`config.mk`:
```
export PLATFORM = sky130hd
export DESIGN_NAME = reg_scoreboard_flat
export DESIGN_NICKNAME = d
export VERILOG_FILES = /design/src/rtl/scb_pkg.sv /design/src/rtl/reg_scoreboard_if.sv /design/src/rtl/scb_counter.sv /design/src/rtl/reg_scoreboard.sv /design/src/flat_wrapper.sv
export SDC_FILE = /design/constraint.sdc
export NUM_CORES = 1
export LEC_CHECK = 0
export BUFFER_PORTS_ARGS = -buffer_cell sky130_fd_sc_hd__buf_2
export CAP_MARGIN = 30
export CORE_MARGIN = 3
export CORE_UTILIZATION = 55
export CTS_BUF_LIST = sky130_fd_sc_hd__clkbuf_2
export DETAILED_ROUTE_END_ITERATION = 8
export PLACE_DENSITY_LB_ADDON = 0.2
export SETUP_SLACK_MARGIN = 0.1
export SYNTH_ARGS = -nofsm -noshare
export SYNTH_HDL_FRONTEND = slang
export SYNTH_HIERARCHICAL = 1
export SYNTH_SLANG_ARGS = --single-unit
```
`constraint.sdc`:
```
create_clock -name clk -period 4 [get_ports clk]
set_input_delay 0.2 -clock clk [delete_from_list [all_inputs] [get_ports clk]]
set_output_delay 0.2 -clock clk [all_outputs]
set_load 0.005 [all_outputs]
```
`src/rtl/scb_pkg.sv`:
```
// Shared sizing and register index constants for the register-read scoreboard.
package scb_pkg;
  localparam int NREGS = 8;
  localparam int IDX_W = $clog2(NREGS);
  localparam int CNT_W = 2;

  localparam logic [IDX_W-1:0] EAX = IDX_W'(0);
  localparam logic [IDX_W-1:0] ECX = IDX_W'(1);

  function automatic logic [CNT_W-1:0] cnt_max();
    return '1;
  endfunction
endpackage

```
`src/rtl/reg_scoreboard_if.sv`:
```
// Decode/writeback side bundle of the scoreboard; fwd1/fwd2 exist only with SCB_WB_BYPASS_EN.
interface reg_scoreboard_if;
  import scb_pkg::*;

  logic             flush;
  logic             issue_valid;
  logic [IDX_W-1:0] issue_src1;
  logic [IDX_W-1:0] issue_src2;
  logic             issue_src2_imm;
  logic             issue_we;
  logic [IDX_W-1:0] issue_dst;
  logic             wb_valid;
  logic [IDX_W-1:0] wb_idx;
  logic             stall;
  logic             issue_accept;
  logic [NREGS-1:0] busy_vec;
  logic             err_underflow;
`ifdef SCB_WB_BYPASS_EN
  logic             fwd1;
  logic             fwd2;
`endif

  modport master (
    output flush, issue_valid, issue_src1, issue_src2, issue_src2_imm,
           issue_we, issue_dst, wb_valid, wb_idx,
    input
`ifdef SCB_WB_BYPASS_EN
           fwd1, fwd2,
`endif
           stall, issue_accept, busy_vec, err_underflow
  );

  modport slave (
    input  flush, issue_valid, issue_src1, issue_src2, issue_src2_imm,
           issue_we, issue_dst, wb_valid, wb_idx,
    output
`ifdef SCB_WB_BYPASS_EN
           fwd1, fwd2,
`endif
           stall, issue_accept, busy_vec, err_underflow
  );
endinterface

```
`src/rtl/scb_counter.sv`:
```
// Saturating up/down pending-write counter; inc+dec together hold, clr wins over both.
module scb_counter #(
  parameter int W = 2
) (
  input  logic         i_clk,
  input  logic         i_rst,
  input  logic         i_clr,
  input  logic         i_inc,
  input  logic         i_dec,
  output logic [W-1:0] o_cnt,
  output logic         o_zero,
  output logic         o_max
);
  logic [W-1:0] r_cnt;

  always_ff @(posedge i_clk) begin
    if (i_rst || i_clr) begin
      r_cnt <= '0;
    end else if (i_inc && !i_dec && !o_max) begin
      r_cnt <= r_cnt + W'(1);
    end else if (i_dec && !i_inc && !o_zero) begin
      r_cnt <= r_cnt - W'(1);
    end
  end

  assign o_cnt  = r_cnt;
  assign o_zero = (r_cnt == '0);
  assign o_max  = &r_cnt;
endmodule

```
`src/rtl/reg_scoreboard.sv`:
```
// Per-register pending-write tracker and zero-latency issue interlock for register read.
// Optional writeback bypass (fwd1/fwd2) is built when SCB_WB_BYPASS_EN is defined.
module reg_scoreboard
  import scb_pkg::*;
(
  input  logic             clk,
  input  logic             rst,
  reg_scoreboard_if.slave  bus
);
  logic [CNT_W-1:0] w_cnt [NREGS];
  logic [NREGS-1:0] w_zero;
  logic [NREGS-1:0] w_max;
  logic [NREGS-1:0] w_inc;
  logic [NREGS-1:0] w_dec;
  logic             w_h1;
  logic             w_h2;
  logic             w_hfull;
  logic             w_stall;
  logic             w_accept;
  logic             w_byp1;
  logic             w_byp2;
  logic             r_err;

  for (genvar gi = 0; gi < NREGS; gi++) begin : g_cnt
    assign w_inc[gi] = w_accept & bus.issue_we & (bus.issue_dst == IDX_W'(gi));
    // dec is gated on a live count so a stray writeback cannot move the counter
    assign w_dec[gi] = bus.wb_valid & (bus.wb_idx == IDX_W'(gi)) & ~w_zero[gi];

    scb_counter #(.W(CNT_W)) u_cnt (
      .i_clk  (clk),
      .i_rst  (rst),
      .i_clr  (bus.flush),
      .i_inc  (w_inc[gi]),
      .i_dec  (w_dec[gi]),
      .o_cnt  (w_cnt[gi]),
      .o_zero (w_zero[gi]),
      .o_max  (w_max[gi])
    );

    assign bus.busy_vec[gi] = |w_cnt[gi];
  end

`ifdef SCB_WB_BYPASS_EN
  // last outstanding write lands this cycle, so read can take wdata directly
  assign w_byp1   = bus.wb_valid & (bus.wb_idx == bus.issue_src1) &
                    (w_cnt[bus.issue_src1] == CNT_W'(1));
  assign w_byp2   = ~bus.issue_src2_imm & bus.wb_valid & (bus.wb_idx == bus.issue_src2) &
                    (w_cnt[bus.issue_src2] == CNT_W'(1));
  assign bus.fwd1 = w_byp1;
  assign bus.fwd2 = w_byp2;
`else
  assign w_byp1   = 1'b0;
  assign w_byp2   = 1'b0;
`endif

  assign w_h1     = ~w_zero[bus.issue_src1] & ~w_byp1;
  assign w_h2     = ~bus.issue_src2_imm & ~w_zero[bus.issue_src2] & ~w_byp2;
  assign w_hfull  = bus.issue_we & w_max[bus.issue_dst];
  assign w_stall  = bus.issue_valid & (w_h1 | w_h2 | w_hfull);
  assign w_accept = bus.issue_valid & ~w_stall;

  assign bus.stall        = w_stall;
  assign bus.issue_accept = w_accept;

  always_ff @(posedge clk) begin
    if (rst) begin
      r_err <= 1'b0;
    end else if (!bus.flush && bus.wb_valid && w_zero[bus.wb_idx]) begin
      r_err <= 1'b1;
    end
  end

  assign bus.err_underflow = r_err;
endmodule

```
`src/flat_wrapper.sv`:
```
// flat-port wrapper written by rule: the top's interface ports become plain ports
module reg_scoreboard_flat import scb_pkg::*;
  (clk, rst, bus_flush, bus_issue_valid, bus_issue_src1, bus_issue_src2, bus_issue_src2_imm, bus_issue_we, bus_issue_dst, bus_wb_valid, bus_wb_idx, bus_stall, bus_issue_accept, bus_busy_vec, bus_err_underflow);
  reg_scoreboard_if bus_i ();
  input  logic clk;
  input  logic rst;
  input wire logic [$bits(bus_i.flush)-1:0] bus_flush;
  input wire logic [$bits(bus_i.issue_valid)-1:0] bus_issue_valid;
  input wire logic [$bits(bus_i.issue_src1)-1:0] bus_issue_src1;
  input wire logic [$bits(bus_i.issue_src2)-1:0] bus_issue_src2;
  input wire logic [$bits(bus_i.issue_src2_imm)-1:0] bus_issue_src2_imm;
  input wire logic [$bits(bus_i.issue_we)-1:0] bus_issue_we;
  input wire logic [$bits(bus_i.issue_dst)-1:0] bus_issue_dst;
  input wire logic [$bits(bus_i.wb_valid)-1:0] bus_wb_valid;
  input wire logic [$bits(bus_i.wb_idx)-1:0] bus_wb_idx;
  output wire logic [$bits(bus_i.stall)-1:0] bus_stall;
  output wire logic [$bits(bus_i.issue_accept)-1:0] bus_issue_accept;
  output wire logic [$bits(bus_i.busy_vec)-1:0] bus_busy_vec;
  output wire logic [$bits(bus_i.err_underflow)-1:0] bus_err_underflow;
  assign bus_i.flush = bus_flush;
  assign bus_i.issue_valid = bus_issue_valid;
  assign bus_i.issue_src1 = bus_issue_src1;
  assign bus_i.issue_src2 = bus_issue_src2;
  assign bus_i.issue_src2_imm = bus_issue_src2_imm;
  assign bus_i.issue_we = bus_issue_we;
  assign bus_i.issue_dst = bus_issue_dst;
  assign bus_i.wb_valid = bus_wb_valid;
  assign bus_i.wb_idx = bus_wb_idx;
  assign bus_stall = bus_i.stall;
  assign bus_issue_accept = bus_i.issue_accept;
  assign bus_busy_vec = bus_i.busy_vec;
  assign bus_err_underflow = bus_i.err_underflow;
  reg_scoreboard u_core (.clk(clk), .rst(rst), .bus(bus_i));
endmodule
```
Yosys cells after proc, flatten, opt, wreduce, memory -nomap -nowiden
Cells that the tools add are included.

Bits in registers: 17. Logic and storage cells: 212. Input port bits: 19. Output and inout bits: 11.

Eq/ne operators: 14. Multiplexer cells: 24. $lt $le $gt $ge: 4. Bitwise gates (word level): 43. Reduce and logical (&&, ||, !) cells: 102. $add $sub $neg: 16.

Operators by type and width (number): logical AND 1 bit (34); logical NOT 1 bit (33); 2-to-1 mux 2 bit (16); AND 1 bit (29); == test 3 bit (second input constant) (8); adder 2 x 1 -> 2 bit (second input constant) (8); logical NOT 2 bit (8); less-than comparator 3 x 4 -> 1 bit (second input constant) (4); AND reduction 2 bit (8); nonzero test 2 bit (8); OR reduction 2 bit (8); subtractor 2 x 1 -> 2 bit (second input constant) (8); binary-select mux 1 bit (select 3 bit) (4); == test 3 x 2 -> 1 bit (second input constant) (4); NOT 1 bit (12); == test 3 x 1 -> 1 bit (second input constant) (2); logical NOT 3 bit (2); 2-to-1 mux 1 bit (4); bitwise OR 1 bit (2); logical OR 1 bit (1).

Longest topological paths before layout
Word-level depth: 17. Depth in mapped cells: 8. Gate-level depth less buffers: 8.

Cells and area by module
The synthesis kept the hierarchy.

By module, submodules not included: scb_counter (area an instance 121.4 um2, sequential area each 40.0 um2, cells each 14, times used 8); reg_scoreboard (area an instance 544.3 um2, sequential area each 20.0 um2, cells each 67, times used 1).

Worst setup path before layout
Ideal clock, no wire load.

Kind: register to register. Start: register u_core.g_cnt[7].u_cnt.r_cnt[0]. End: register u_core.g_cnt[1].u_cnt.r_cnt[0]. Period minus slack after synthesis: 2191 ps. Required time: 3897 ps. Arrival time: 2088 ps. Library setup time: 103 ps. Stages on the path, launching flop included: 9. Slack: 1809 ps. Path buffers: 0. Path through: dfxtp_1 > nor2_1 > mux2_1 > mux4_2 > o211ai_2 > nor2_1 > and3b_1 > nor3_1 > a2111oi_2.

Longest elaborated chain between the ends: 16. Elaborated cells between the ends (all ways): 26. Classes of those cells: 7 x mux; 11 x bitwise; 8 x reduce/logical.

RTL lines: start: declaration (line scb_counter.sv:14) `logic [W-1:0] r_cnt;`; start signal: assignment (line scb_counter.sv:20) `r_cnt <= r_cnt + W'(1);`; start signal: assignment (line scb_counter.sv:22) `r_cnt <= r_cnt - W'(1);`; logical NOT 2 bit * (line scb_counter.sv:27) `assign o_zero = (r_cnt == '0);`; named net u_core.w_zero[7] (line reg_scoreboard.sv:11) `logic [NREGS-1:0] w_zero;`; binary-select mux 1 bit (select 3 bit) (line reg_scoreboard.sv:57) `assign w_h2 = ~bus.issue_src2_imm & ~w_zero[bus.issue_src2] & ~w_byp2;`; 2-to-1 mux 1 bit (not written as such) (line reg_scoreboard.sv:57); NOT 1 bit (line reg_scoreboard.sv:57); AND 1 bit (line reg_scoreboard.sv:57); bitwise OR 1 bit * (2 in series) (line reg_scoreboard.sv:59) `assign w_stall = bus.issue_valid & (w_h1 | w_h2 | w_hfull);`; AND 1 bit * (line reg_scoreboard.sv:59); NOT 1 bit * (line reg_scoreboard.sv:60) `assign w_accept = bus.issue_valid & ~w_stall;`; AND 1 bit * (line reg_scoreboard.sv:60); AND 1 bit * (2 in series) (line reg_scoreboard.sv:25) `assign w_inc[gi] = w_accept & bus.issue_we & (bus.issue_dst == IDX_W'(gi));`; named net u_core.w_inc[1] (line reg_scoreboard.sv:13) `logic [NREGS-1:0] w_inc;`; logical NOT 1 bit (line scb_counter.sv:21) `end else if (i_dec && !i_inc && !o_zero) begin`; logical AND 1 bit (2 in series) (line scb_counter.sv:21); nonzero test 2 bit (no source line); end signal: assignment (line scb_counter.sv:20); end signal: assignment (line scb_counter.sv:22); end: declaration (line scb_counter.sv:14).

Mark *: on every way through the listed nets, which the timed path passes. The rest lies on a longest branch. The select of a mux whose other input is x is not followed. A chain may end at the register's enable or synchronous reset.

Final worst setup path
Start: register u_core.g_cnt[7].u_cnt.r_cnt[0]. End: register u_core.g_cnt[2].u_cnt.r_cnt[0].

Longest elaborated chain between the ends: 16. Elaborated cells between the ends (all ways): 26. Classes of those cells: 7 x mux; 11 x bitwise; 8 x reduce/logical.

RTL lines (line): logical NOT 2 bit * (scb_counter.sv:27); named net u_core.w_zero[7] (reg_scoreboard.sv:11); binary-select mux 1 bit (select 3 bit) (reg_scoreboard.sv:57); 2-to-1 mux 1 bit (not written as such) (reg_scoreboard.sv:57); NOT 1 bit (reg_scoreboard.sv:57); AND 1 bit (reg_scoreboard.sv:57); bitwise OR 1 bit * (2 in series) (reg_scoreboard.sv:59); AND 1 bit * (reg_scoreboard.sv:59); NOT 1 bit * (reg_scoreboard.sv:60); AND 1 bit * (reg_scoreboard.sv:60); AND 1 bit * (2 in series) (reg_scoreboard.sv:25); named net u_core.w_inc[2] (reg_scoreboard.sv:13); logical NOT 1 bit (scb_counter.sv:21); logical AND 1 bit (2 in series) (scb_counter.sv:21); nonzero test 2 bit (no source line); end signal: assignment (scb_counter.sv:20); end signal: assignment (scb_counter.sv:22); end: declaration (scb_counter.sv:14).

Marked as above.

==> impl_metrics.tcl <==
set metrics [dict create \
    hp-class "in2reg" \
    cts_tree "yes" \
    numCtsBuffers 3 \
    rows 18 \
    io_buffer_count 29 \
    p_int_w 0.000219 \
    routed_wl_um 3770 \
    status "completed" \
    worstPathCellList "nor2_1, mux2_1, mux4_2, o211ai_2, nor2_1, and3b_1, nor3_1, a2111oi_2" \
    htree_levels 1 \
    globalRoute.totalOverflow 0 \
    fin_crit_sh_pct 63.9 \
    postCtsSetupRepairBufs 0 \
    power_frac_clock_pct 27.3 \
    finalCriticalPeriod_ns 2.56 \
    setup_violations 0 \
    rsz0062_at_grt "no" \
    tightest_slew_ns 0.595 \
    synth_edf_count 0 \
    cpMostUsedCell "nor2_1" \
    finalPower_w 0.000309 \
    cp.required_ns 4.20 \
    clk_pin_slew_ns 0.18 \
    routed-via-count 1516 \
    cp.arrival_ns 2.76 \
    power_leakage_nw 0.649 \
    dieArea_um2 3420 \
    hold_viol_final 0 \
    syn_nets 198 \
    setup.worst_path.class "reg2reg" \
    multi_input_area_um2 1170 \
    crit_path_end_kind "flop" \
    cpMaxStageDelayCell "mux4_2" \
    dp_hpwl_um 2890 \
    sw_frac_of_total_pct 29.2 \
    core-area_um2 2540 \
    yosys_warnings 6 \
    yosysUniqueCellTypes 28 \
    cts_buffer_depth 2 \
    netSwitchingPower_w 0.0000901 \
    syn_inst 179 \
    drv_slew 0 \
    tns_ns 0 \
    max_freq_ghz 0.391 \
    route.antenna.remaining_nets 0 \
    drc_errors 0 \
    dieHeight_um 58.5 \
    n_antenna_cell 0 \
    via_per_inst 6.29 \
    layout.nets 231 \
    grt_usage_pct 23.8 \
    first_iter_violations 77 \
    hold_slack_ns 0.166 \
    avgSynthCellArea_um2 8.46 \
    regArea_um2 340 \
    mappedNetlistArea_um2 1520 \
    worst_path_largest_cell_delay_ns 0.53 \
    slew_headroom_pct 60.0 \
    async_flop_share_pct 0 \
    ys_seq_area_share_pct 22.5 \
    die_w_um 58.5 \
    start_util_pct 59.5 \
    fin_skew_ns 0.0135 \
    p_per_area_nw_per_um2 180 \
    ir_worst_vdd_mv 0.156 \
    ctsResizeCount 0 \
    synth-seq-cells 17 \
    wl_per_cell_um 15.6 \
    start_kind "flop" \
    grt_pass1_wl_um 6310 \
    hold_buffers 0 \
    area_growth_pct 13.1 \
    cts_root_buffer "clkbuf_2" \
    clock_latency_ns 0.31 \
    p_seq_share_pct 55.8 \
    combPwrFrac_pct 16.9 \
    maxCapViolCount 0 \
    fillers 226 \
    place.gp.congestion 1.03 \
    firstDrtPassIters 4 \
    antenna_found_initial 0 \
    grt_max_degree 18 \
    critPathMaxFanout 6 \
    grt_pass1_vias 1374 \
    ioPinCount 30 \
    cts.sinks 17 \
    drive_above_1_share_pct 33.2 \
    synthFlopType "dfxtp_1" \
]
## cells in the final DEF, fill, tap and decap left out, types with 6 or more instances in the layout
master | Yosys | routed
buf_2 | 0 | 29
nor2_1 | 19 | 19
dfxtp_1 | 17 | 17
o21ai_0 | 16 | 16
nor3_1 | 14 | 14
nand2_1 | 13 | 13
nand2b_1 | 12 | 12
and3b_1 | 9 | 9
or2_2 | 8 | 8
and2_2 | 8 | 8
nor2b_1 | 8 | 8
or2b_1 | 8 | 8
a211oi_1 | 8 | 8
a2111oi_2 | 8 | 8
mux4_2 | 6 | 6
## state kept, by name, indices dropped and copies added (netlist names)
register,count
u_core/bus.err_underflow,1
u_core/g_cnt.u_cnt/o_cnt,16
## layer usage
layer | vias to the layer above | share of wire, % | routed length [µm] | GRT usage, %
li1 | 739 | - | - | -
met1 | 717 | 48 | 1800 | 32.9
met2 | 54 | 45 | 1680 | 37.6
met3 | 6 | 6.3 | 236 | 3.07
met4 | 0 | 1.5 | 55 | 8.94
met5 | - | 0 | 0 | 0
## critical path: cells and delay by family (launching register included)
family             cells  cell delay [ns]
DFF                    1             0.45
muxes                  2             0.84
AOI/OAI and AO/OA      2             0.61
and+or+nand+nor        4             0.54
## metrics by stage
step / instance area, µm² / std cells / utilization, % / setup slack (ns)
floorplan: 1520 / 179 / - / 1.81
global placement: 1690 / 237 / 66.6 / 1.66
detailed placement: 1690 / 237 / 66.6 / 1.57
CTS: 1710 / 241 / 67.4 / 1.54
global route: 1710 / 241 / 67.4 / 1.32
finish: 1710 / 241 / 67.4 / 1.44
## path summary, 6_finish.rpt
path                                                             startpoint                                     endpoint  slack, ns  depth (start not counted)
worst max-delay path            u_core/g_cnt[7].u_cnt/o_cnt[0]$_SDFFE_PP0P_  u_core/g_cnt[2].u_cnt/o_cnt[0]$_SDFFE_PP0P_       1.44                          8
worst min register to register        u_core/bus.err_underflow$_SDFFE_PP0P_        u_core/bus.err_underflow$_SDFFE_PP0P_       0.53                          2
worst min-delay path                                           bus_wb_valid        u_core/bus.err_underflow$_SDFFE_PP0P_       0.17                          3
worst max register to register  u_core/g_cnt[7].u_cnt/o_cnt[0]$_SDFFE_PP0P_  u_core/g_cnt[2].u_cnt/o_cnt[0]$_SDFFE_PP0P_       1.44                          8
## power groups by stage
stage          Clock [W]  Combinational, W  Sequential [W]
2_1_floorplan          0         0.0000235        0.000176
3_3_place_gp           0         0.0000498        0.000176
3_5_place_dp           0         0.0000515        0.000176
4_1_cts        0.0000861         0.0000516        0.000172
5_1_grt        0.0000913         0.0000566        0.000173
6_report       0.0000843         0.0000522        0.000172
## cell families after synthesis
group	count (synthesis)	synth area share, %
simple gates	106	40.2
compound gates	38	20.8
mux	16	16.0
flops	17	22.5
buf+inv	2	0.495
## cell type report
cell class / count / area share [%]
Multi-Input combinational cell: 160 / 68.1
Sequential cell: 17 / 19.9
Timing Repair Buffer: 29 / 8.47
Tap cell: 30 / 2.19
Clock buffer: 4 / 1.17
Inverter: 1 / 0.219
## synth_stat cells, types with 5 or more instances
library cell / number / area [µm²]
a211oi_1: 8 / 60.1
mux2_2: 5 / 56.3
and3b_1: 9 / 78.8
nor3_1: 14 / 70.1
or2b_1: 8 / 60.1
and2_2: 8 / 60.1
nand2_1: 13 / 48.8
nand2b_1: 12 / 75.1
dfxtp_1: 17 / 340
nor2_1: 19 / 71.3
or2_2: 8 / 50.1
o21ai_0: 16 / 80.1
mux4_2: 6 / 135
nor2b_1: 8 / 50.1
a2111oi_2: 8 / 120
Power figures use the tool's default switching activity.
